--- config.mk ---
export PLATFORM = sky130hd
export DESIGN_NAME = reg_chunk_reader
export DESIGN_NICKNAME = d
export VERILOG_FILES = /design/src/rtl/reg_chunk_pkg.sv /design/src/rtl/chunk_beat_counter.sv /design/src/rtl/reg_chunk_reader.sv
export SDC_FILE = /design/constraint.sdc
export NUM_CORES = 1
export LEC_CHECK = 0
export CELL_PAD_IN_SITES_DETAIL_PLACEMENT = 1
export CELL_PAD_IN_SITES_GLOBAL_PLACEMENT = 1
export CORE_ASPECT_RATIO = 1.4
export CORE_MARGIN = 4
export CORE_UTILIZATION = 44
export DETAILED_ROUTE_END_ITERATION = 6
export PLACE_DENSITY = 0.9
export SLEW_MARGIN = 30
export SYNTH_ARGS = -nofsm -noshare
export SYNTH_HDL_FRONTEND = slang
export SYNTH_SLANG_ARGS = --single-unit
--- constraint.sdc ---
create_clock -name clk -period 3.2 [get_ports clk]
set_input_delay 0.96 -clock clk [delete_from_list [all_inputs] [get_ports clk]]
set_output_delay 0.96 -clock clk [all_outputs]
set_load 0.05 [all_outputs]
--- src/rtl/reg_chunk_pkg.sv ---
// Shared types and helpers for reg_chunk_reader: FSM state encoding and beat-counter sizing.
package reg_chunk_pkg;

    typedef enum logic {
        IDLE = 1'b0,
        SEND = 1'b1
    } state_t;

    // Counter must index NUM_CHUNKS beats; a single-beat word still needs one bit.
    function automatic int counter_width(input int num_chunks);
        return (num_chunks > 1) ? $clog2(num_chunks) : 1;
    endfunction

endpackage

--- src/rtl/chunk_beat_counter.sv ---
// Beat index for reg_chunk_reader: counts handshaked beats, saturates at the last beat, clears on demand.
module chunk_beat_counter
    import reg_chunk_pkg::*;
#(
    parameter int NUM_CHUNKS = 6,
    parameter int CW         = counter_width(NUM_CHUNKS)
) (
    input  logic          clk,
    input  logic          reset,
    input  logic          enable,
    input  logic          clear,
    output logic [CW-1:0] count,
    output logic          terminal
);

    localparam logic [CW-1:0] LAST = CW'(NUM_CHUNKS - 1);

    assign terminal = (count == LAST);

    // Clear wins over enable so a word can restart on the same edge its last beat completes.
    always_ff @(posedge clk or negedge reset) begin
        if (!reset) begin
            count <= '0;
        end else if (clear) begin
            count <= '0;
        end else if (enable && !terminal) begin
            count <= count + CW'(1);
        end
    end

endmodule

--- src/rtl/reg_chunk_reader.sv ---
// Captures a WIDTH-bit word and streams it as CHUNK-bit valid/ready beats, LSB chunk first.
// Define READOUT_MSB_FIRST_EN to emit the MSB chunk first instead.
module reg_chunk_reader
    import reg_chunk_pkg::*;
#(
    parameter int WIDTH = 66,
    parameter int CHUNK = 11
) (
    input  logic             clk,
    input  logic             reset,
    input  logic [WIDTH-1:0] dataIn,
    input  logic             writeEnable,
    output logic             loadReady,
    output logic [CHUNK-1:0] chunkOut,
    output logic             chunkValid,
    input  logic             chunkReady,
    output logic             lastChunk
);

    localparam int NUM_CHUNKS = WIDTH / CHUNK;
    localparam int CW         = counter_width(NUM_CHUNKS);

    generate
        if (CHUNK < 1 || (WIDTH % CHUNK) != 0) begin : g_bad_params
            $error("reg_chunk_reader: WIDTH must be a positive multiple of CHUNK");
        end
    endgenerate

    state_t                               state;
    logic [NUM_CHUNKS-1:0][CHUNK-1:0]     holding;
    logic [CW-1:0]                        count;
    logic [CW-1:0]                        sel;
    logic                                 terminal;
    logic                                 beat_fire;
    logic                                 word_done;
    logic                                 load;

    assign chunkValid = (state == SEND);
    assign beat_fire  = chunkValid & chunkReady;
    assign word_done  = beat_fire & terminal;
    // The final handshake frees the holding register in the same cycle, allowing zero-bubble reloads.
    assign loadReady  = (state == IDLE) | word_done;
    assign load       = writeEnable & loadReady;
    assign lastChunk  = chunkValid & terminal;

    chunk_beat_counter #(
        .NUM_CHUNKS (NUM_CHUNKS),
        .CW         (CW)
    ) u_counter (
        .clk      (clk),
        .reset    (reset),
        .enable   (beat_fire),
        .clear    (load | word_done),
        .count    (count),
        .terminal (terminal)
    );

`ifdef READOUT_MSB_FIRST_EN
    assign sel = CW'(NUM_CHUNKS - 1) - count;
`else
    assign sel = count;
`endif

    assign chunkOut = holding[sel];

    always_ff @(posedge clk or negedge reset) begin
        if (!reset) begin
            state   <= IDLE;
            // NOTE: the holding register is reset (not left as plain storage) because chunkOut reads it directly and must be 0 out of reset.
            holding <= '0;
        end else begin
            if (load) begin
                holding <= dataIn;
                state   <= SEND;
            end else if (word_done) begin
                state   <= IDLE;
            end
        end
    end

endmodule

==> Implementation_results.wiki, run 1 <==
{| class="wikitable"
! Metric !! Value
|-
| Share of layout cells above drive strength 1 || between 30% and 40%
|-
| Yosys top cell by area || dfrtp_1
|-
| Max-cap violations || 0
|-
| Final-report max-slew violation count || 0
|-
| RSZ-0062 raised after global routing || false
|-
| Total area of multi-input combinational cells || between 1500 and 2000 um^2
|-
| Fraction of met3 tracks used by global routing || 4.953%
|-
| Net Switching || 1.850 mW
|-
| Syn-to-layout area delta || 33.32%
|-
| Average via count per standard cell || around 5.2
|-
| Data arrival time of the critical path || 2.08 ns
|-
| Vias after detailed routing || 2181
|-
| Horiz. Die Dim || between 80 and 90 um
|-
| Clock power frac || a little over an eighth
|-
| Most Crowded Layer GR || met2
|-
| First-pass GRT wire length || between 10 and 15 mm
|-
| Switching part of the total || 37.44%
|-
| WL/cell || 20.73 um
|-
| Synth Warn # || 0
|-
| Post-CTS setup buffer count || 0
|-
| Total internal power || 3.092 mW
|-
| Comb pwr share || 54.0%
|-
| Ordered cell list for the critical path || buf_12, mux2i_1, or3_1, o221ai_1, buf_12
|-
| Req. time, crit path || between 2 and 2.5 ns
|-
| Critical path's slowest cell || dfrtp_1
|-
| Average cell area after synthesis || around 15 um^2
|-
| Max transition margin || 62.32%
|-
| Run status || finished, final reports clean
|-
| Post-route setup slack || 0.1572 ns
|-
| Setup-violating endpoint count in the final report || 0
|-
| Final net count || 386
|-
| Critical path class || flop to primary output
|-
| Crit Path Max Fanout || 18
|-
| Detailed-placement wirelength estimate || 6.405 mm
|-
| Clock latency reported for the late side of the worst-skew pair || about 0.34 ns
|-
| Share of the synthesized area in the top cell type || between 50 and 60%
|-
| GRT Util Overall || 19.69%
|-
| Largest cells by area after synthesis || dfrtp_1, mux2_4, mux2i_1
|-
| DRC viols || 0
|-
| Number of antenna repair diodes || 0
|-
| Weighted congestion reported at the end of routability-driven placement || 0.7963
|-
| Largest net degree at the start of global routing || 67
|-
| WL final || 8.646 mm
|-
| Clock Tree Buf Depth || 2
|-
| Fill cell total of the finished layout || 740
|-
| Most frequent CP cell || buf_12
|-
| Sequential share of the synthesized area || 50.38%
|-
| Power share of the sequential group || 33.0%
|-
| #FFs+latches synth || 70
|-
| Remaining global-route overflow || 0
|-
| Actual slew at the worst max-slew pin || around 0.57 ns
|-
| Number of endpoints with negative hold slack in the final report || 0
|-
| Count of cell types in the netlist || 27
|-
| Die Outline Area || between 9000 and 10000 um^2
|-
| CTS tree || built
|-
| Number of cells produced by synthesis || roughly 230
|-
| Cell at the root of the clock tree || clkbuf_8
|-
| Cell family with the largest share of critical-path delay || flip-flops
|-
| DR iter-0 viols || 109
|-
| Met1 usage || 23.04%
|-
| HP Class || flop to flop
|-
| Final cycle utilization of the critical path || 95.09%
|-
| FMAX || about 0.33 GHz
|-
| Placement Setup Slack || 0.2021 ns
|-
| Post-DRT Antenna Nets || 0
|-
| Hold Buf Count CTS || 0
|-
| Number of H-tree levels || 3
|-
| Stage delay of the slowest cell on the critical path || 0.70 ns
|-
| Std cell rows || 38
|-
| Flip-flop and latch area || 1752 um^2
|-
| Netlist Area Pre-Place || 3477 um^2
|-
| Count of buffers from port buffering || 83
|-
| Maximum ir drop on the vdd rail || 0.5260 mV
|-
| Net count after synthesis || roughly 300
|-
| Post-CTS Resized || 0
|-
| Number of buffers created by CTS || 9
|-
| Clock sink count || 70
|-
| CP Capture Type || primary output
|-
| Area of the core region || 7750 um^2
|-
| Sum of negative setup slack || 0 ns
|-
| Register clock-pin slew on the reported worst setup and hold paths || 0.07 ns
|-
| Buffers & Inverters on Critical Path || 2
|-
| First drt pass iteration count || 4
|-
| Largest clock skew in the final design || between 0.003 and 0.004 ns
|-
| CP startpoint kind || flop
|-
| Leakage || 2.030 nW
|-
| Count of boundary I/O pins || 84
|-
| GR Util met2 || around a third
|-
| PwrDens || 1066 nW/um^2
|-
| Initial antenna violation count || 0
|-
| Min Clock Period, post-route || 3.043 ns
|-
| Starting utilization of the core area || 44.87%
|-
| Die Y || 113.2 um
|-
| Number of global-route vias before repair || 2584
|}
==> routing by layer <==
metal,up-vias,routed length (um)
met5,-,0
met4,0,265
met3,15,313
met2,52,4591
met1,1103,3476
li1,1011,-
==> power by group through the flow <==
stage	logic, mW	clock network, mW	registers, mW
floorplan	1.75	0	1.50
global placement	2.60	0	1.59
detailed placement	2.69	0	1.64
CTS	2.70	0.671	1.64
global route	2.81	0.714	1.70
finish	2.67	0.644	1.63
==> layout by cell type (no fill, tap or decap), drive strengths merged, types with 2 or more instances in the layout <==
cell type,netlist,layout
a21oi,3,3
buf,13,20
clkbuf,5,13
ha,2,2
o221ai,11,11
or3,11,11
nand2,4,4
mux2,67,67
dfrtp,70,70
clkdlybuf4s50,0,69
inv,2,2
mux2i,34,34
a22o,2,2
==> kinds of logic (layout without fill, tap and decap cells) <==
family                     after synthesis  after routing  synth area share [%]
AOI/OAI and AO/OA                       19             19                 4.642
adders and majority gates                2              2                0.7196
buffers and inverters                   20            105                 5.074
DFF                                     70             70                 50.38
muxes                                  101            101                 35.80
and+or+nand+nor                         20             20                 3.383
==> metrics by stage <==
step           cell area (um^2)  utilization [%]  hold slack [ns]  total power [mW]  instances
6_report                   4636            59.82           0.5104             4.942        417
5_1_grt                    4636            59.82           0.5165             5.219        417
3_3_place_gp               4459            57.54           0.4884             4.188        403
4_1_cts                    4633            59.78           0.5112             5.005        417
2_1_floorplan              3477                -           0.4799             3.254        232
3_5_place_dp               4459            57.54           0.4959             4.329        403
==> worst register-to-register path, delay by kind of cell, from the launching register on <==
family	cells	cell delay, ns
and+or+nand+nor	1	0.14
AOI/OAI and AO/OA	1	0.19
DFF	1	0.59
muxes	1	0.45
adders and majority gates	1	0.28
buffers and inverters	2	0.55
==> synthesized netlist by cell type, drive strengths merged <==
master  instances
a31oi           1
mux2i          34
nand2b          1
mux2           67
a21bo           1
buf            13
nand3b          1
nor2            1
and3            1
o221ai         11
inv             2
nand3           1
dfrtp          70
ha              2
or3            11
a21oi           3
clkbuf          5
nand2           4
a22o            2
o21ai           1
==> layout make-up <==
cell class | instances | area share (%)
Timing Repair Buffer | 89 | 22.19
Sequential cell | 70 | 37.79
Multi-Input combinational cell | 142 | 33.41
Clock inverter | 1 | 0.1080
Tap cell | 100 | 2.699
Inverter | 2 | 0.1619
Clock buffer | 13 | 3.644
==> worst paths after layout <==
check | slack, ns | from | end | cells past startpoint
max in group asynchronous | 2.04 | reset | holding[2] | 2
max | 0.16 | u_counter.count[1] | chunkOut[5] | 5
min reg2reg | 0.51 | holding[5] | holding[5] | 1
min in group asynchronous | 0.60 | reset | holding[63] | 1
min | 0.51 | holding[5] | holding[5] | 1
max reg2reg | 0.90 | u_counter.count[1] | holding[18] | 6
==> registers in the layout, summed over array words and instances (netlist names) <==
register	flops
chunkValid	1
holding	66
u_counter.count	3
Power figures use the tool's default switching activity.
==> run 2: changes to the inputs <==
--- a/config.mk
+++ b/config.mk
@@ -11,6 +11,7 @@
 export CORE_MARGIN = 4
 export CORE_UTILIZATION = 44
 export DETAILED_ROUTE_END_ITERATION = 6
+export HOLD_SLACK_MARGIN = 0.1
 export PLACE_DENSITY = 0.9
 export SLEW_MARGIN = 30
 export SYNTH_ARGS = -nofsm -noshare
==> results of run 2 <==
Same layout as run 1: the final DEF is identical, and so are final timing and power.
==> run 3: changes to the inputs <==
--- a/config.mk
+++ b/config.mk
@@ -8,7 +8,6 @@
 export CELL_PAD_IN_SITES_DETAIL_PLACEMENT = 1
 export CELL_PAD_IN_SITES_GLOBAL_PLACEMENT = 1
 export CORE_ASPECT_RATIO = 1.4
-export CORE_MARGIN = 4
 export CORE_UTILIZATION = 44
 export DETAILED_ROUTE_END_ITERATION = 6
 export HOLD_SLACK_MARGIN = 0.1
==> run 3 against run 2 <==
Critical path depth decreased by 1. Via count up 0.92%. Count of clock-buffer cells in the layout fell by 3. Final area grew 0.13%. Final cell count grew 0.48%. Worst hold slack worse by 0.00090 ns. Critical endpoint is now loadReady. Largest cell class unchanged.
==> Implementation_results.wiki, run 3 (same netlist as run 1, synthesis figures left out) <==
{| class="wikitable"
! Metric !! Value
|-
| Run status || finished, final reports clean
|-
| RSZ-0062 raised after global routing || false
|-
| FMAX || 0.3331 GHz
|-
| Cell at the root of the clock tree || clkbuf_8
|-
| Sum of negative setup slack || 0 ns
|-
| Hold Buf Count CTS || 0
|-
| Area of the core region || 7702 um^2
|-
| Post-DRT Antenna Nets || 0
|-
| Count of buffers from port buffering || 83
|-
| First-pass GRT wire length || 13.77 mm
|-
| Post-CTS setup buffer count || 0
|-
| Number of global-route vias before repair || 2625
|-
| DRC viols || 0
|-
| Number of endpoints with negative hold slack in the final report || 0
|-
| Horiz. Die Dim || 77.13 um
|-
| Syn-to-layout area delta || 33.50%
|-
| Min Clock Period, post-route || 3.002 ns
|-
| Largest clock skew in the final design || about 0.009 ns
|-
| WL final || 8.367 mm
|-
| Die Y || between 100 and 150 um
|-
| Average via count per standard cell || 5.253
|-
| Final cycle utilization of the critical path || 93.82%
|-
| GRT Util Overall || 22.21%
|-
| Starting utilization of the core area || 45.14%
|-
| Share of layout cells above drive strength 1 || 33.23%
|-
| Clock latency reported for the late side of the worst-skew pair || 0.34 ns
|-
| Number of H-tree levels || 3
|-
| Max-cap violations || 0
|-
| Most common cell after layout, fill and taps aside || dfrtp_1
|-
| Critical path class || primary input to primary output
|-
| HP Class || flop to flop
|-
| Final-report max-slew violation count || 0
|-
| Number of antenna repair diodes || 0
|-
| Number of buffers created by CTS || 9
|-
| Remaining global-route overflow || 0
|-
| CP startpoint kind || primary input
|-
| Post-CTS Resized || 0
|-
| Leakage || 2.040 nW
|-
| Actual slew at the worst max-slew pin || 0.7512 ns
|-
| Vias after detailed routing || 2201
|-
| Req. time, crit path || 2.24 ns
|-
| Post-Route Hold Slack || between 0.5 and 0.6 ns
|-
| Final net count || 387
|-
| Register clock-pin slew on the reported worst setup and hold paths || about 0.070 ns
|-
| Max transition margin || 49.92%
|-
| PwrDens || 1074 nW/um^2
|-
| Initial antenna violation count || 0
|-
| Std cell rows || 38
|-
| CTS tree || built
|-
| Maximum ir drop on the vdd rail || between 0.4 and 0.5 mV
|-
| DR iter-0 viols || 88
|-
| Count of boundary I/O pins || 84
|-
| Flip-flop and latch area || 1752 um^2
|-
| Register bank with the most flops || holding
|-
| Largest net degree at the start of global routing || 67
|-
| First drt pass iteration count || 4
|-
| Clock Tree Buf Depth || 2
|-
| Data arrival time of the critical path || 2.04 ns
|-
| Number of flip-flops under the largest register name || 66
|-
| Weighted congestion reported at the end of routability-driven placement || 0.7735
|-
| Fill cell total of the finished layout || roughly 770
|-
| WL/cell || about 20 um
|-
| Total area of multi-input combinational cells || 1549 um^2
|-
| CP Capture Type || primary output
|-
| Crit Path Max Fanout || 6
|-
| Die Outline Area || 8267 um^2
|-
| Clock sink count || 70
|-
| Most used cells in the layout excluding fill and tap cells || dfrtp_1, clkdlybuf4s50_1, mux2_4
|-
| Setup-violating endpoint count in the final report || 0
|-
| Detailed-placement wirelength estimate || 5.991 mm
|}
==> run 3: cell count changes in the layout (fill, tap and decap cells not counted) <==
cell and change:
clkbuf_8 -2, buf_12 -1, buf_2 +1, buf_4 +1, clkinv_2 +3, clkbuf_1 -1
bufinv_16 +1
==> run 3: critical path, cell delays in order <==
cell,delay (ns)
clkdlybuf4s50_1,0.59
nand3_2,0.15
nand2_1,0.18
buf_12,0.16
==> run 3: final cells by class <==
type | count | share of cell area, %
Tap cell | 100 | 2.695
Clock buffer | 10 | 2.965
Inverter | 2 | 0.1617
Multi-Input combinational cell | 142 | 33.37
Clock inverter | 5 | 1.078
Timing Repair Buffer | 90 | 21.99
Sequential cell | 70 | 37.74
==> run 3: path summary, 6_finish.rpt <==
| check | slack [ns] | to | start | cells after the start |
|---|---|---|---|---|
| setup / recovery | 0.20 | loadReady | chunkReady | 4 |
| hold / removal | 0.51 | holding[32] | holding[32] | 1 |
| setup reg to reg | 0.97 | holding[16] | u_counter.count[1] | 7 |
| hold reg to reg | 0.51 | holding[32] | holding[32] | 1 |
| max in group asynchronous | 1.84 | holding[63] | reset | 2 |
| min in group asynchronous | 0.68 | holding[60] | reset | 1 |
==> run 3: where the power goes <==
part | switching, mW | total (mW) | leakage (nW) | internal (mW)
Clock | 0.316 | 0.688 | 0.102 | 0.371
Combinational | 1.26 | 2.69 | 1.10 | 1.43
Sequential | 0.292 | 1.61 | 0.843 | 1.32
Total | 1.87 | 4.99 | 2.04 | 3.12
==> run 3: layer usage <==
layer	global-route usage [%]	share of wire (%)	up-vias
met2	39.19	52	61
li1	-	-	1009
met3	3.489	3.3	17
met1	26.25	41	1114
met4	10.38	3.0	0
met5	0	0	-
==> run 3: metrics by stage <==
stage | worst slack [ns] | cell area [um^2] | power (mW) | cells | util [%]
5_1_grt | 0.1248 | 4642 | 5.229 | 419 | 60.27
3_5_place_dp | 0.1914 | 4454 | 4.317 | 404 | 57.83
2_1_floorplan | 0.4001 | 3477 | 3.254 | 232 | -
4_1_cts | 0.1903 | 4642 | 5.033 | 419 | 60.27
3_3_place_gp | 0.2676 | 4454 | 4.170 | 404 | 57.83
6_report | 0.1976 | 4642 | 4.987 | 419 | 60.27
